**src/rtl/lsu_bus_ctrl.sv**
```systemverilog
// Load/store unit bus controller: one request at a time over a req/ack data bus,
// with byte-lane store formatting, load alignment/extension and misalignment traps.

module lsu_lane #(
    parameter int LANE = 0
) (
    input  logic        we,
    input  logic [1:0]  size,
    input  logic [1:0]  off,
    input  logic [31:0] wdata,
    output logic        strb,
    output logic [7:0]  wbyte
);
    localparam logic [1:0] IDX = 2'(LANE);

    always_comb begin
        strb  = 1'b0;
        wbyte = wdata[8*LANE +: 8];
        case (size)
            2'b00: begin
                strb  = (off == IDX);
                wbyte = wdata[7:0];
            end
            2'b01: begin
                strb  = (off[1] == IDX[1]);
                wbyte = IDX[0] ? wdata[15:8] : wdata[7:0];
            end
            2'b10:   strb = 1'b1;
            default: strb = 1'b0;
        endcase
        if (!we) strb = 1'b0;
    end
endmodule

module lsu_bus_ctrl #(
    parameter int unsigned TIMEOUT = 255
) (
    input  logic        cpu_clk,
    input  logic        cpu_rst,
    input  logic        req_valid,
    output logic        req_ready,
    input  logic        req_we,
    input  logic [1:0]  req_size,
    input  logic        req_unsigned,
    input  logic [31:0] req_addr,
    input  logic [31:0] req_wdata,
    output logic        resp_valid,
    output logic [31:0] resp_rdata,
    output logic        resp_ale,
    output logic        resp_err,
    output logic        bus_req,
    output logic        bus_we,
    output logic [31:0] bus_addr,
    output logic [3:0]  bus_wstrb,
    output logic [31:0] bus_wdata,
    input  logic        bus_ack,
    input  logic [31:0] bus_rdata
);
    localparam int          NUM_LANES = 4;
    localparam logic [31:0] TMO_LAST  = 32'(TIMEOUT) - 32'd1;

    typedef enum logic [1:0] {IDLE, BUS, RESP} state_t;

    typedef struct packed {
        logic        we;
        logic [1:0]  size;
        logic        uns;
        logic [31:0] addr;
        logic [31:0] wdata;
    } lsu_req_t;

    state_t                         state, state_nxt;
    lsu_req_t                       req_q;
    logic [31:0]                    tmo_cnt;
    logic [31:0]                    rdata_q;
    logic                           ale_q, err_q;
    logic                           misaligned, timeout_hit;
    logic [31:0]                    load_fmt;
    logic [7:0]                     ld_byte;
    logic [15:0]                    ld_half;
    logic [NUM_LANES-1:0]           lane_strb;
    logic [NUM_LANES-1:0][7:0]      lane_wbyte;

    always_comb begin
        misaligned = 1'b0;
        case (req_size)
            2'b01:   misaligned = req_addr[0];
            2'b10:   misaligned = (req_addr[1:0] != 2'b00);
            2'b11:   misaligned = 1'b1;
            default: misaligned = 1'b0;
        endcase
    end

    // Timeout fires in the BUS cycle that would bring the count to TIMEOUT.
    assign timeout_hit = (TIMEOUT != 0) && (tmo_cnt == TMO_LAST);

    // Store formatting is per byte lane, driven from the latched request.
    for (genvar i = 0; i < NUM_LANES; i++) begin : g_lane
        lsu_lane #(.LANE(i)) u_lane (
            .we    (req_q.we),
            .size  (req_q.size),
            .off   (req_q.addr[1:0]),
            .wdata (req_q.wdata),
            .strb  (lane_strb[i]),
            .wbyte (lane_wbyte[i])
        );
    end

    always_comb begin
        ld_byte  = bus_rdata[{req_q.addr[1:0], 3'b000} +: 8];
        ld_half  = req_q.addr[1] ? bus_rdata[31:16] : bus_rdata[15:0];
        load_fmt = bus_rdata;
        case (req_q.size)
            2'b00:   load_fmt = {{24{ld_byte[7] & ~req_q.uns}}, ld_byte};
            2'b01:   load_fmt = {{16{ld_half[15] & ~req_q.uns}}, ld_half};
            default: load_fmt = bus_rdata;
        endcase
    end

    always_ff @(posedge cpu_clk or posedge cpu_rst) begin
        if (cpu_rst) state <= IDLE;
        else         state <= state_nxt;
    end

    always_comb begin
        state_nxt = state;
        case (state)
            IDLE:    if (req_valid) state_nxt = misaligned ? RESP : BUS;
            BUS:     if (bus_ack || timeout_hit) state_nxt = RESP;
            RESP:    state_nxt = IDLE;
            default: state_nxt = IDLE;
        endcase
    end

    always_comb begin
        req_ready  = (state == IDLE);
        bus_req    = (state == BUS);
        resp_valid = (state == RESP);
        bus_we     = bus_req & req_q.we;
        bus_addr   = bus_req ? {req_q.addr[31:2], 2'b00} : 32'd0;
        bus_wstrb  = bus_req ? lane_strb : 4'd0;
        bus_wdata  = bus_req ? lane_wbyte : 32'd0;
        resp_rdata = resp_valid ? rdata_q : 32'd0;
        resp_ale   = resp_valid & ale_q;
        resp_err   = resp_valid & err_q;
    end

    always_ff @(posedge cpu_clk or posedge cpu_rst) begin
        if (cpu_rst) begin
            req_q   <= '0;
            tmo_cnt <= '0;
            rdata_q <= '0;
            ale_q   <= 1'b0;
            err_q   <= 1'b0;
        end else begin
            case (state)
                IDLE: if (req_valid) begin
                    req_q   <= '{we: req_we, size: req_size, uns: req_unsigned,
                                 addr: req_addr, wdata: req_wdata};
                    tmo_cnt <= '0;
                    rdata_q <= '0;
                    ale_q   <= misaligned;
                    err_q   <= 1'b0;
                end
                BUS: begin
                    if (bus_ack) begin
                        rdata_q <= req_q.we ? 32'd0 : load_fmt;
                    end else begin
                        tmo_cnt <= tmo_cnt + 32'd1;
                        if (timeout_hit) err_q <= 1'b1;
                    end
                end
                default: begin
                    ale_q <= 1'b0;
                    err_q <= 1'b0;
                end
            endcase
        end
    end
endmodule

```
**config.mk**
```make
export PLATFORM = sky130hd
export DESIGN_NAME = lsu_bus_ctrl
export DESIGN_NICKNAME = d
export VERILOG_FILES = /design/src/rtl/lsu_bus_ctrl.sv
export SDC_FILE = /design/constraint.sdc
export NUM_CORES = 1
export LEC_CHECK = 0
export BUFFER_PORTS_ARGS = -buffer_cell sky130_fd_sc_hd__buf_2
export CORE_MARGIN = 4
export CORE_UTILIZATION = 42
export CTS_BUF_LIST = sky130_fd_sc_hd__clkbuf_4
export DETAILED_ROUTE_END_ITERATION = 8
export GPL_TIMING_DRIVEN = 1
export PLACE_DENSITY = 0.64
export SLEW_MARGIN = 20
export SYNTH_ARGS = -nofsm -noshare
export SYNTH_HDL_FRONTEND = slang
export SYNTH_SLANG_ARGS = --single-unit
```
**constraint.sdc**
```tcl
create_clock -name cpu_clk -period 6.1 [get_ports cpu_clk]
set_clock_uncertainty 0.15 [all_clocks]
set_input_delay 1.22 -clock cpu_clk [delete_from_list [all_inputs] [get_ports cpu_clk]]
set_output_delay 1.22 -clock cpu_clk [all_outputs]
set_load 0.005 [all_outputs]
```
==> results.py <==
metrics = {
    "run_status": {
        "outcome": "completed",
    },
    "critical_path": {
        "slowest_stage": "dfrtp_2",
        "cp-end-kind": "primary output",
        "required_ps": 4730,
        "r2r-start": "req_q[66]",
        "crit_chain": "inv_1, nand2_1, nand2_1, a21oi_1, buf_2",
        "arrival_ps": 3010,
        "path_class": "reg -> out",
        "start_kind": "flip-flop",
        "cpMostUsedCell": "nand2_1",
        "cp_max_fo": 56,
        "cpPeakStageDelay_ps": 1080,
        "startpoint": "req_q[66]",
    },
    "timing": {
        "drv_slew": 0,
        "setup_tns_ps": 0,
        "setup_viol": 0,
        "rsz0062_at_grt": "false",
        "slew_headroom": 0.299,
        "hold_viol": 0,
        "clock.fmax_mhz": 229,
        "layout_min_cycle_time_ps": 4380,
        "worst_pin_slew_ps": 1050,
        "fin_crit_sh": 0.717,
    },
    "synth": {
        "synth_cells": 873,
        "ys.flop_type": "dfrtp_1",
        "ys_top_cells_by_area": "dfrtp_1 46%, nand2_1 14%, and2_1 6.2%, a21oi_1 3.6%, mux2i_1 3.3%",
        "synth_top_area_frac": 0.464,
        "synth_edf_count": 0,
        "ys_ff_latch": 136,
        "ys_types": 61,
        "yosysTopAreaCell": "dfrtp_1",
        "yosysSeqAreaShare": 0.464,
        "synth_warnings": 0,
        "async_flop_share": 1.00,
        "avgSynthCellArea_um2": 8.41,
        "syn_area_um2": 7340,
    },
    "route": {
        "drc": 0,
        "vias_per_cell": 5.20,
        "final_antenna_net_count": 0,
        "met3_length_um": 1260,
        "met1_length_um": 9470,
        "vias": 6685,
        "wl_um": 20400,
        "met2WireLength_um": 9330,
        "post_drt_wl_per_cell_um": 15.9,
        "drtPass1Iterations": 5,
        "top_layer_used": "met4",
        "drtIter0Drc": 433,
    },
    "layout": {
        "final-seq-area_um2": 3400,
        "fillers": 1707,
        "drive_gt1_frac": 0.260,
        "areaGrowthSynthToFinish_pct": 19.6,
        "multi_input_area_um2": 3660,
        "nNetsFinal": 1152,
        "layout.cells.non_filler": 1285,
    },
    "global_routing": {
        "track_usage": 0.207,
        "grt_pass1_vias": 6367,
        "grt_max_degree": 99,
        "antenna_found_initial": 1,
        "overflow": 0,
        "grt_pass1_wl_um": 33300,
    },
    "min_path": {
        "worstHoldStart": "req_q[40]",
        "hp-class": "reg -> reg",
    },
    "clock_network": {
        "clock_sink_count": 136,
        "cts-root-buf": "clkbuf_4",
        "cts_tree": "done",
        "cts_max_level": 4,
        "holdBufCountCts": 0,
        "worstSkewPairLatency_ps": 540,
        "post_cts_buffers": 0,
        "cts.clk_slew.worst_paths_ps": 120,
        "cts_resized": 0,
        "clockBufferDepth": 2,
        "cts_buffers": 17,
    },
    "placed_design": {
        "dp.cells": 1252,
        "gp_congestion": 0.805,
        "hpwl_um": 13900,
        "io_buffer_count": 207,
    },
    "floorplanning": {
        "fp.dieH_um": 140,
        "start_util": 0.426,
        "rows": 48,
        "core_um2": 17200,
        "die_w_um": 140,
        "die_area_um2": 19700,
        "num_io_pins": 210,
    },
    "power_and_ir_drop": {
        "power.density_nw_per_um2": 342,
        "leakagePower_uw": 0.00447,
        "vdd_drop_max_mv": 0.170,
    },
    "run": {
        "drv_cap": 0,
    },
}
==> flip-flops by register name, indices dropped and copies added (netlist names) <==
register and count:
state 2, err_q 1, rdata_q 32, ale_q 1, tmo_cnt 32, req_q 68
==> cell families after synthesis <==
group / synth area share
multiplexers: 0.0481
XOR/XNOR: 0.00716
other: 0.000511
AND/OR/NAND/NOR: 0.299
AO/OA/AOI/OAI: 0.137
adder cells (fa/ha/maj): 0.00341
buffers and inverters: 0.0413
flip-flops: 0.464
==> synthesized netlist by cell type (6+ instances only) <==
master / number
nand2_1: 271
dfrtp_1: 136
and2_1: 73
a21oi_1: 53
clkbuf_1: 43
nor2_1: 38
o21ai_0: 37
mux2i_1: 24
inv_1: 10
nand3_1: 10
a22o_1: 9
nor2b_1: 9
nor4_1: 9
mux2_2: 8
o211ai_1: 8
or2_2: 8
a22oi_1: 7
a31oi_1: 7
a32oi_1: 7
buf_1: 7
nand4_1: 7
o31ai_1: 7
or3_1: 6
or4_1: 6
==> per-layer routing <==
| metal | vias up | GRT usage |
|---|---|---|
| met2 | 216 | 0.316 |
| met3 | 25 | 0.0495 |
| li1 | 3297 | - |
| met5 | - | 0 |
| met1 | 3147 | 0.295 |
| met4 | 0 | 0.0586 |
==> placed cells by master, fill, tap and decap left out, types with 8 or more instances in the layout <==
| cell type | n |
|---|---|
| a21oi_1 | 52 |
| a22o_1 | 9 |
| and2_1 | 73 |
| buf_2 | 207 |
| clkbuf_4 | 20 |
| dfrtp_1 | 135 |
| inv_1 | 9 |
| mux2_2 | 8 |
| mux2i_1 | 24 |
| nand2_1 | 270 |
| nand3_1 | 10 |
| nor2_1 | 38 |
| nor2b_1 | 8 |
| nor4_1 | 9 |
| o211ai_1 | 8 |
| o21ai_0 | 37 |
| or2_2 | 8 |
==> worst paths after layout <==
check | slack, ps | endpoint | cells past startpoint
min in group asynchronous | 630 | tmo_cnt[5] | 2
max reg2reg | 3250 | rdata_q[15] | 4
max | 1720 | bus_wdata[9] | 5
max in group asynchronous | 3990 | req_q[17] | 3
min reg2reg | 330 | req_q[40] | 2
min | 330 | req_q[40] | 2
==> worst max-delay path: cells and delay by family, from the launching register on <==
family | cells | cell delay [ps]
compound gates | 1 | 160
buf+inv | 2 | 630
simple gates | 2 | 590
flops | 1 | 1080
==> report_power, final <==
group	switching, µW	internal [µW]	leakage [µW]
Clock	335	297	0.000158
Combinational	575	405	0.00254
Sequential	259	1130	0.00178
==> cell type report <==
| class | instances | area share |
|---|---|---|
| clock buffer | 20 | 0.0171 |
| inverter | 11 | 0.00527 |
| antenna | 1 | 0.000285 |
| sequential | 136 | 0.388 |
| timing repair buffer | 213 | 0.123 |
| multi-input combinational | 667 | 0.417 |
| clock inverter | 12 | 0.0174 |
| tap | 225 | 0.0321 |
==> through the flow <==
stage	worst slack [ps]	instance area [µm²]	hold WS, ps	power [µW]	utilization
floorplan	1090	7340	287	2030	-
global placement	2410	8460	304	2370	0.491
detailed placement	2330	8460	304	2380	0.491
CTS	1700	8760	334	3030	0.508
global route	1440	8780	357	3240	0.509
finish	1720	8780	328	3000	0.509
Note: power is estimated with default switching activity, not from simulation.
